[src/rtl/fetch_stage_pkg.sv]
// Shared constants for the fetch front end: opcodes, the NOP bubble encoding and fetch FSM states.
package fetch_stage_pkg;

  localparam logic [4:0]  OPC_HALT      = 5'b00000;
  localparam logic [4:0]  OPC_NOP       = 5'b00001;
  localparam logic [15:0] NOP_INSTR_ENC = {OPC_NOP, 11'b0};

  typedef enum logic {
    ST_RUN    = 1'b0,
    ST_HALTED = 1'b1
  } fetch_state_t;

  // Instructions are halfword aligned; bit 0 of any target is dropped.
  function automatic logic [15:0] align_pc(input logic [15:0] pc);
    return {pc[15:1], 1'b0};
  endfunction

endpackage

[src/rtl/fetch_stage_if_id_reg.sv]
// Pipeline latch carrying instruction, PC+2 and valid; flush forces a NOP bubble and wins over load.
// One cycle from inputs to outputs; contents hold while neither load nor flush is asserted.
module if_id_reg
  import fetch_stage_pkg::*;
#(
  parameter logic [15:0] NOP_INSTR = NOP_INSTR_ENC
) (
  input  logic        clk,
  input  logic        rst,
  input  logic        load,
  input  logic        flush,
  input  logic [15:0] instr,
  input  logic [15:0] pc_plus2,
  output logic [15:0] id_instr,
  output logic [15:0] id_pc_plus2,
  output logic        id_valid
);

  // A bubble keeps the previous PC+2; decode ignores it when id_valid is low.
  always_ff @(posedge clk or posedge rst) begin
    if (rst) begin
      id_instr    <= NOP_INSTR;
      id_pc_plus2 <= 16'h0000;
      id_valid    <= 1'b0;
    end else if (flush) begin
      id_instr <= NOP_INSTR;
      id_valid <= 1'b0;
    end else if (load) begin
      id_instr    <= instr;
      id_pc_plus2 <= pc_plus2;
      id_valid    <= 1'b1;
    end
  end

endmodule

[src/rtl/fetch_stage.sv]
// Instruction fetch: PC, IF/ID register, redirect/stall/HALT handling; one cycle imem_addr -> id_instr,
// stall holds everything, redirect overrides stall. FETCH_PERF_CNT_EN adds saturating fetch/flush counters.
module fetch_stage
  import fetch_stage_pkg::*;
#(
  parameter logic [15:0] RESET_PC  = 16'h0000,
  parameter logic [15:0] NOP_INSTR = NOP_INSTR_ENC,
  parameter logic [4:0]  HALT_OPC  = OPC_HALT
) (
  input  logic        clk,
  input  logic        rst,
  output logic [15:0] imem_addr,
  input  logic [15:0] imem_data,
  input  logic        stall,
  input  logic        redirect_en,
  input  logic [15:0] redirect_pc,
  output logic [15:0] id_instr,
  output logic [15:0] id_pc_plus2,
  output logic        id_valid,
  output logic        halted,
  output logic        err,
  output logic [15:0] fetch_cnt,
  output logic [15:0] flush_cnt
);

  fetch_state_t state, state_next;
  logic [15:0]  pc, pc_next, pc_plus2;
  logic         ifid_load, ifid_flush;

  assign pc_plus2  = pc + 16'd2;
  assign imem_addr = pc;
  assign halted    = (state == ST_HALTED);
  assign err       = redirect_en & redirect_pc[0];

  always_ff @(posedge clk or posedge rst) begin
    if (rst) begin
      pc    <= RESET_PC;
      state <= ST_RUN;
    end else begin
      pc    <= pc_next;
      state <= state_next;
    end
  end

  always_comb begin
    pc_next    = pc;
    state_next = state;
    ifid_load  = 1'b0;
    ifid_flush = 1'b0;
    if (redirect_en) begin
      pc_next    = align_pc(redirect_pc);
      state_next = ST_RUN;
      ifid_flush = 1'b1;
    end else if (!stall) begin
      case (state)
        ST_RUN: begin
          ifid_load = 1'b1;
          // HALT is still delivered to decode, but the PC parks on it.
          if (imem_data[15:11] == HALT_OPC) state_next = ST_HALTED;
          else                              pc_next    = pc_plus2;
        end
        ST_HALTED: ifid_flush = 1'b1;
        default:   state_next = ST_RUN;
      endcase
    end
  end

  if_id_reg #(.NOP_INSTR(NOP_INSTR)) u_if_id (
    .clk         (clk),
    .rst         (rst),
    .load        (ifid_load),
    .flush       (ifid_flush),
    .instr       (imem_data),
    .pc_plus2    (pc_plus2),
    .id_instr    (id_instr),
    .id_pc_plus2 (id_pc_plus2),
    .id_valid    (id_valid)
  );

`ifdef FETCH_PERF_CNT_EN
  always_ff @(posedge clk or posedge rst) begin
    if (rst) begin
      fetch_cnt <= 16'h0000;
      flush_cnt <= 16'h0000;
    end else begin
      if (ifid_load && fetch_cnt != 16'hFFFF)   fetch_cnt <= fetch_cnt + 16'd1;
      if (redirect_en && flush_cnt != 16'hFFFF) flush_cnt <= flush_cnt + 16'd1;
    end
  end
`else
  assign fetch_cnt = 16'h0000;
  assign flush_cnt = 16'h0000;
`endif

endmodule

[config.mk]
export PLATFORM = sky130hd
export DESIGN_NAME = fetch_stage
export DESIGN_NICKNAME = d
export VERILOG_FILES = /design/src/rtl/fetch_stage_pkg.sv /design/src/rtl/fetch_stage_if_id_reg.sv /design/src/rtl/fetch_stage.sv
export SDC_FILE = /design/constraint.sdc
export NUM_CORES = 1
export LEC_CHECK = 0
export BUFFER_PORTS_ARGS = -buffer_cell sky130_fd_sc_hd__buf_2
export CAP_MARGIN = 20
export CORE_MARGIN = 4
export CORE_UTILIZATION = 42
export DETAILED_ROUTE_END_ITERATION = 10
export MAX_ROUTING_LAYER = met4
export PLACE_DENSITY = 0.86
export SLEW_MARGIN = 10
export SYNTH_ARGS = -nofsm -noshare
export SYNTH_HDL_FRONTEND = slang
export SYNTH_SLANG_ARGS = --single-unit
[constraint.sdc]
create_clock -name clk -period 1.6 [get_ports clk]
set_input_delay 0 -clock clk [delete_from_list [all_inputs] [get_ports clk]]
set_output_delay 0 -clock clk [all_outputs]
set_load 0.01 [all_outputs]
==> run summary, run 1 <==
Drt wl/cell - 14.5 microns
Ys async rst share - 100%
Synth Area per Inst - 9.74 sq um
Syn Inst Count - 264
First-pass GRT wire length - 10700 microns
Post-synthesis instance area - 2570 sq um
Max Slew Vio Count - 0
YS warnings - 0
Crit path capture type - flop
Crit Path Max Fanout - 6
Status - completed
Final setup fails - 0
Clk buf depth - 2
R2r setup slk - 0.02 ns
Leakage - 0.00181 uW
Commonest non-fill, non-tap cell in the layout - buf_2
Layout net count - 431
Sequential cell area - 1200 sq um
Sink Count - 48
ANT nets after route - 0
Worst Path Buf+Inv - 0
Met3 Track Usage GR - 3.80%
Initial core utilization - 43.4%
CTS Root Cell - clkbuf_8
Core ar. - 5920 sq um
Number of port buffers - 84
Critical path type - reg -> reg
Yosys reg bits - 48
I/O Pins - 119
Post-layout util - 60.5%
Worst Setup Start Kind - flop
Synth cell types - 42
Pre-CTS setup slack - -0.0144 ns
Max Freq - 0.633 GHz
Post-synth EDFFs - 0
Post-synthesis sequential area ratio - 46.7%
Final Routed Wirelength - 6820 microns
Critical path's top delay family - simple AND/OR/NAND/NOR gates
Most crowded layer after global routing - met2
Slowest-stage cell, CP - or4_4
VDD IR-drop max - 457 uV
Post-route cell area - 3580 sq um
Detailed-route via count - 2282
GP Congestion - 0.897
Rel. slew slack - 66.0%
Die Width - 86.3 microns
Worst endpoint data arrival time - 1.81 ns
GRT Total Usage - 18.5%
Vias per cell - 4.86
Layout cells sized above 1 - 35.7%
Max cap viols - 0
Die area - 7440 sq um
Part of the cycle the worst path needs - 98.8%
Most frequent cells in the layout - buf_2, dfrtp_1, nand2_1
CP peak stage delay - 0.43 ns
Filler instances - 516
Grt met2 use - 32.4%
Final Critical Period - 1.58 ns
Die height - 86.3 microns
Post-DP Area - 3100 sq um
RSZ-0062 raised after global routing - yes
Multi-input logic area - 1190 sq um
Worst-margin pin slew - 0.509 ns
Vias in the first global route - 2292
N_diodes - 0
CTS tree - done
Met1 Resource Use GR - 21.8%
Final HPWL DP - 4800 microns
Ys flop type - dfrtp_1
Initial antenna violation count - 0
Critical-path cell list - ha_2 -> and4_4 -> nand4_1 -> or4_4 -> nand3_2
Reg clk slew, reported paths - 0.09 ns
Row cnt - 28
Pwr/cell area - 872 nW/um^2
WHS - 0.0311 ns
CTS Buf Count - 5
DRT iter0 DRCs - 117
First-pass DRT Iterations - 4
Final setup margin - 0.0193 ns
Drt drc - 0
HP Class - in -> reg
Area delta synth->final - 39.3%
Later-pin clock latency in the skew report - 0.29 ns
Largest net degree at the start of global routing - 43
Final hold vios - 0
Post-Route Skew - 0.00604 ns
Gr ovfl total - 0
Worst path required time - 1.83 ns
H-tree Lvls - 2
[stage by stage]
step                power, uW  instances  setup TNS, ns
floorplan                1870        297         -0.113
global placement         2110        431              0
detailed placement       2130        431        -0.0209
CTS                      3150        469              0
global route             3310        470        -0.0727
finish                   3130        470              0
[synth_stat cells (3+ instances only)]
master,count,share of area [%]
clkbuf_1,9,1.3
o21ai_0,26,5.1
buf_4,34,9.9
nand3_1,11,2.1
nand4_1,4,0.97
nor2_1,4,0.58
inv_1,3,0.44
and4_1,3,1.0
buf_6,3,1.3
dfrtp_1,47,46
and3_1,4,0.97
o211ai_1,4,1.2
nor3_1,3,0.58
nor2b_1,8,1.9
xnor2_1,7,2.4
or4_1,6,1.8
a22o_1,14,4.8
xor2_1,10,3.4
nand2_1,36,5.3
[timing repair]
action / 4_1_cts / 5_1_grt
hold buffers: 30 / 0
endpoints found under the setup margin: 6 / 11
hold endpoints to repair: 50 / 0
gates resized for setup: 2 / 14
pin swaps: 0 / 3
buffers inserted: 0 / 2
[final cells by class]
| class | count | share of cell area (%) |
|---|---|---|
| Sequential cell | 48 | 33.6 |
| Multi-Input combinational cell | 196 | 33.3 |
| Timing Repair Buffer | 140 | 26.6 |
| Clock buffer | 7 | 2.69 |
| Tap cell | 75 | 2.62 |
| Clock inverter | 1 | 0.838 |
| Inverter | 3 | 0.314 |
[path summary, 6_finish.rpt]
| path | startpoint | to | cells after the start |
|---|---|---|---|
| min in group asynchronous | rst | u_if_id.id_instr[1]$_DFFE_PP0P_ | 3 |
| max | imem_addr[2]$_DFFE_PP0P_ | imem_addr[15]$_DFFE_PP0P_ | 5 |
| min reg2reg | u_if_id.id_instr[11]$_DFFE_PP1P_ | u_if_id.id_instr[11]$_DFFE_PP1P_ | 2 |
| max in group asynchronous | rst | imem_addr[1]$_DFFE_PP0P_ | 4 |
| max reg2reg | imem_addr[2]$_DFFE_PP0P_ | imem_addr[15]$_DFFE_PP0P_ | 5 |
| min | redirect_pc[12] | imem_addr[12]$_DFFE_PP0P_ | 3 |
[cells by family (layout without fill, tap and decap cells)]
family	count (synthesis)	count (layout)	synth area share (%)
buf+inv	53	151	13.8
flops	48	48	46.7
simple gates	90	90	18.6
mux	1	1	0.389
fa+ha+maj	1	1	0.486
other cells	1	34	0.146
compound gates	53	53	14.1
xor+xnor	17	17	5.79
[per-layer routing]
| layer | vias up | wire length [microns] |
|---|---|---|
| met5 | - | 0 |
| met4 | 0 | 21 |
| met3 | 4 | 497 |
| met2 | 87 | 3540 |
| met1 | 1077 | 2760 |
| li1 | 1114 | - |
[registers in the layout, summed over array words and instances (netlist names)]
signal	flops
halted	1
imem_addr	15
u_if_id.id_instr	16
u_if_id.id_pc_plus2	15
u_if_id.id_valid	1
[worst reg2reg max path, cell delays in order (launching register included)]
cell and delay (ns):
dfrtp_1 0.40, ha_2 0.19, and4_4 0.27, nand4_1 0.13, or4_4 0.43, nand3_2 0.09
[power by group]
group          switching, uW  internal (uW)  total, uW
Sequential              89.7           1340       1430
Clock                    394            552        945
Combinational            401            350        751
Total                    884           2240       3130
Power figures use the tool's default switching activity.
==> run 2, diff against run 1 <==
--- a/config.mk
+++ b/config.mk
@@ -10,6 +10,7 @@
 export CORE_MARGIN = 4
 export CORE_UTILIZATION = 42
 export DETAILED_ROUTE_END_ITERATION = 10
+export GPL_TIMING_DRIVEN = 0
 export MAX_ROUTING_LAYER = met4
 export PLACE_DENSITY = 0.86
 export SLEW_MARGIN = 10
==> run summary, run 2 (same netlist as run 1, synthesis figures left out) <==
Status - complete, but fails checks
Violated checks - setup timing
Vias in the first global route - 2390
R2r setup slk - -0.03 ns
Largest Register - u_if_id.id_instr
Die Width - 86.3 microns
Row cnt - 28
Post-Route Skew - 0.00673 ns
Critical path type - reg -> reg
Rel. slew slack - 65.5%
Final setup margin - -0.0319 ns
Max reg flops - 16
Initial core utilization - 43.4%
N_diodes - 0
First-pass DRT Iterations - 4
Final Critical Period - 1.63 ns
Worst-margin pin slew - 0.518 ns
Final setup fails - 6
Vias per cell - 4.81
Reg clk slew, reported paths - 0.09 ns
Number of port buffers - 83
Most frequent cells in the layout - buf_2, buf_4, dfrtp_1
GRT Total Usage - 19.9%
Crit path capture type - flop
Critical-path cell list - ha_4 -> and4_1 -> buf_6 -> nand4_1 -> or4_1 -> nand3_1
Worst Setup Start Kind - flop
VDD IR-drop max - 405 uV
I/O Pins - 119
Largest net degree at the start of global routing - 31
Slowest-stage cell, CP - or4_1
Detailed-route via count - 2440
RSZ-0062 raised after global routing - yes
Initial antenna violation count - 0
GP Congestion - 0.819
Pwr/cell area - 779 nW/um^2
Max Freq - 0.613 GHz
Worst path required time - 1.84 ns
Die area - 7440 sq um
CP peak stage delay - 0.43 ns
Final HPWL DP - 4990 microns
Post-route cell area - 3860 sq um
Leakage - 0.00196 uW
ANT nets after route - 0
Die height - 86.3 microns
Gr ovfl total - 0
Layout net count - 468
WHS - 0.0125 ns
CTS Buf Count - 5
Max Slew Vio Count - 0
Max cap viols - 0
Commonest non-fill, non-tap cell in the layout - buf_2
Pre-CTS setup slack - -0.392 ns
Final hold vios - 0
Later-pin clock latency in the skew report - 0.30 ns
Drt wl/cell - 14.4 microns
Final Routed Wirelength - 7280 microns
Part of the cycle the worst path needs - 102%
First-pass GRT wire length - 11500 microns
CTS tree - done
Clk buf depth - 2
Post-DP Area - 3250 sq um
Crit Path Max Fanout - 6
Filler instances - 510
Sink Count - 48
Layout cells sized above 1 - 40.7%
H-tree Lvls - 2
DRT iter0 DRCs - 62
Core ar. - 5920 sq um
Area delta synth->final - 50.0%
TNS Setup - -0.0810 ns
CTS Root Cell - clkbuf_8
HP Class - in -> reg
Drt drc - 0
Worst endpoint data arrival time - 1.87 ns
==> run 2: cell count changes in the layout (fill, tap and decap cells not counted), moves of 4 or more <==
| cell | change |
|---|---|
| buf_6 | +5 |
| clkbuf_2 | +5 |
| or4_4 | -4 |
| buf_4 | +21 |
| clkbuf_1 | +5 |
| dfrtp_2 | +5 |
| dfrtp_1 | -5 |
| or4_1 | +4 |
==> run 2: final cells by class <==
type / instances / area, sq um / area share [%]
Buffer: 50 / 369 / 9.57
Clock buffer: 6 / 82.6 / 2.14
Clock inverter: 2 / 10.0 / 0.259
Inverter: 3 / 11.3 / 0.292
Multi-Input combinational cell: 196 / 1230 / 31.8
Sequential cell: 48 / 1210 / 31.4
Tap cell: 75 / 93.8 / 2.43
Timing Repair Buffer: 127 / 853 / 22.1
==> run 2: final timing paths <==
check                                                       from                               end  cells past startpoint
worst max-delay path                    imem_addr[2]$_DFFE_PP0P_          imem_addr[9]$_DFFE_PP0P_                      6
worst min-delay path                             redirect_pc[12]         imem_addr[12]$_DFFE_PP0P_                      3
worst max register to register          imem_addr[2]$_DFFE_PP0P_          imem_addr[9]$_DFFE_PP0P_                      6
worst min register to register  u_if_id.id_instr[11]$_DFFE_PP1P_  u_if_id.id_instr[11]$_DFFE_PP1P_                      2
max in group asynchronous                                    rst          imem_addr[1]$_DFFE_PP0P_                      4
min in group asynchronous                                    rst  u_if_id.id_instr[15]$_DFFE_PP0P_                      3
==> run 2: routing by layer <==
metal / up-vias / routed length, microns / GRT usage (%)
met2: 109 / 3670 / 34.9
met1: 1130 / 2960 / 23.8
li1: 1192 / - / -
met3: 9 / 607 / 3.71
met5: - / 0 / -
met4: 0 / 48 / 4.67
==> run 2: where the power goes <==
| group | switching (uW) | leakage, uW | internal [uW] |
|---|---|---|---|
| Sequential | 112 | 0.000598 | 1340 |
| Clock | 402 | 0.0000510 | 346 |
| Combinational | 402 | 0.00131 | 402 |
==> run 2: per-stage QoR <==
| step | instances | util, % | total power [uW] |
|---|---|---|---|
| 6_report | 507 | 65.2 | 3010 |
| 5_1_grt | 507 | 65.2 | 3170 |
| 4_1_cts | 500 | 63.0 | 2980 |
| 3_5_place_dp | 456 | 55.0 | 2150 |
| 3_3_place_gp | 455 | 54.6 | 2120 |
| 2_1_floorplan | 297 | - | 1870 |
==> run 2: what timing repair did <==
| action | in CTS | in global routing |
|---|---|---|
| hold endpoints to repair | 47 | 0 |
| buffers inserted | 6 | 7 |
| resized for setup | 10 | 22 |
| hold buffers | 30 | 0 |
| pin swaps | 1 | 4 |
| cloned | 0 | 0 |
| setup endpoints to repair | 18 | 32 |
==> run 2: critical path: cells and delay by family, from the launching register on <==
kind / cells / cell delay (ns)
buffers and inverters: 1 / 0.13
AND/OR/NAND/NOR: 4 / 0.86
adder cells (fa/ha/maj): 1 / 0.17
flip-flops: 1 / 0.42
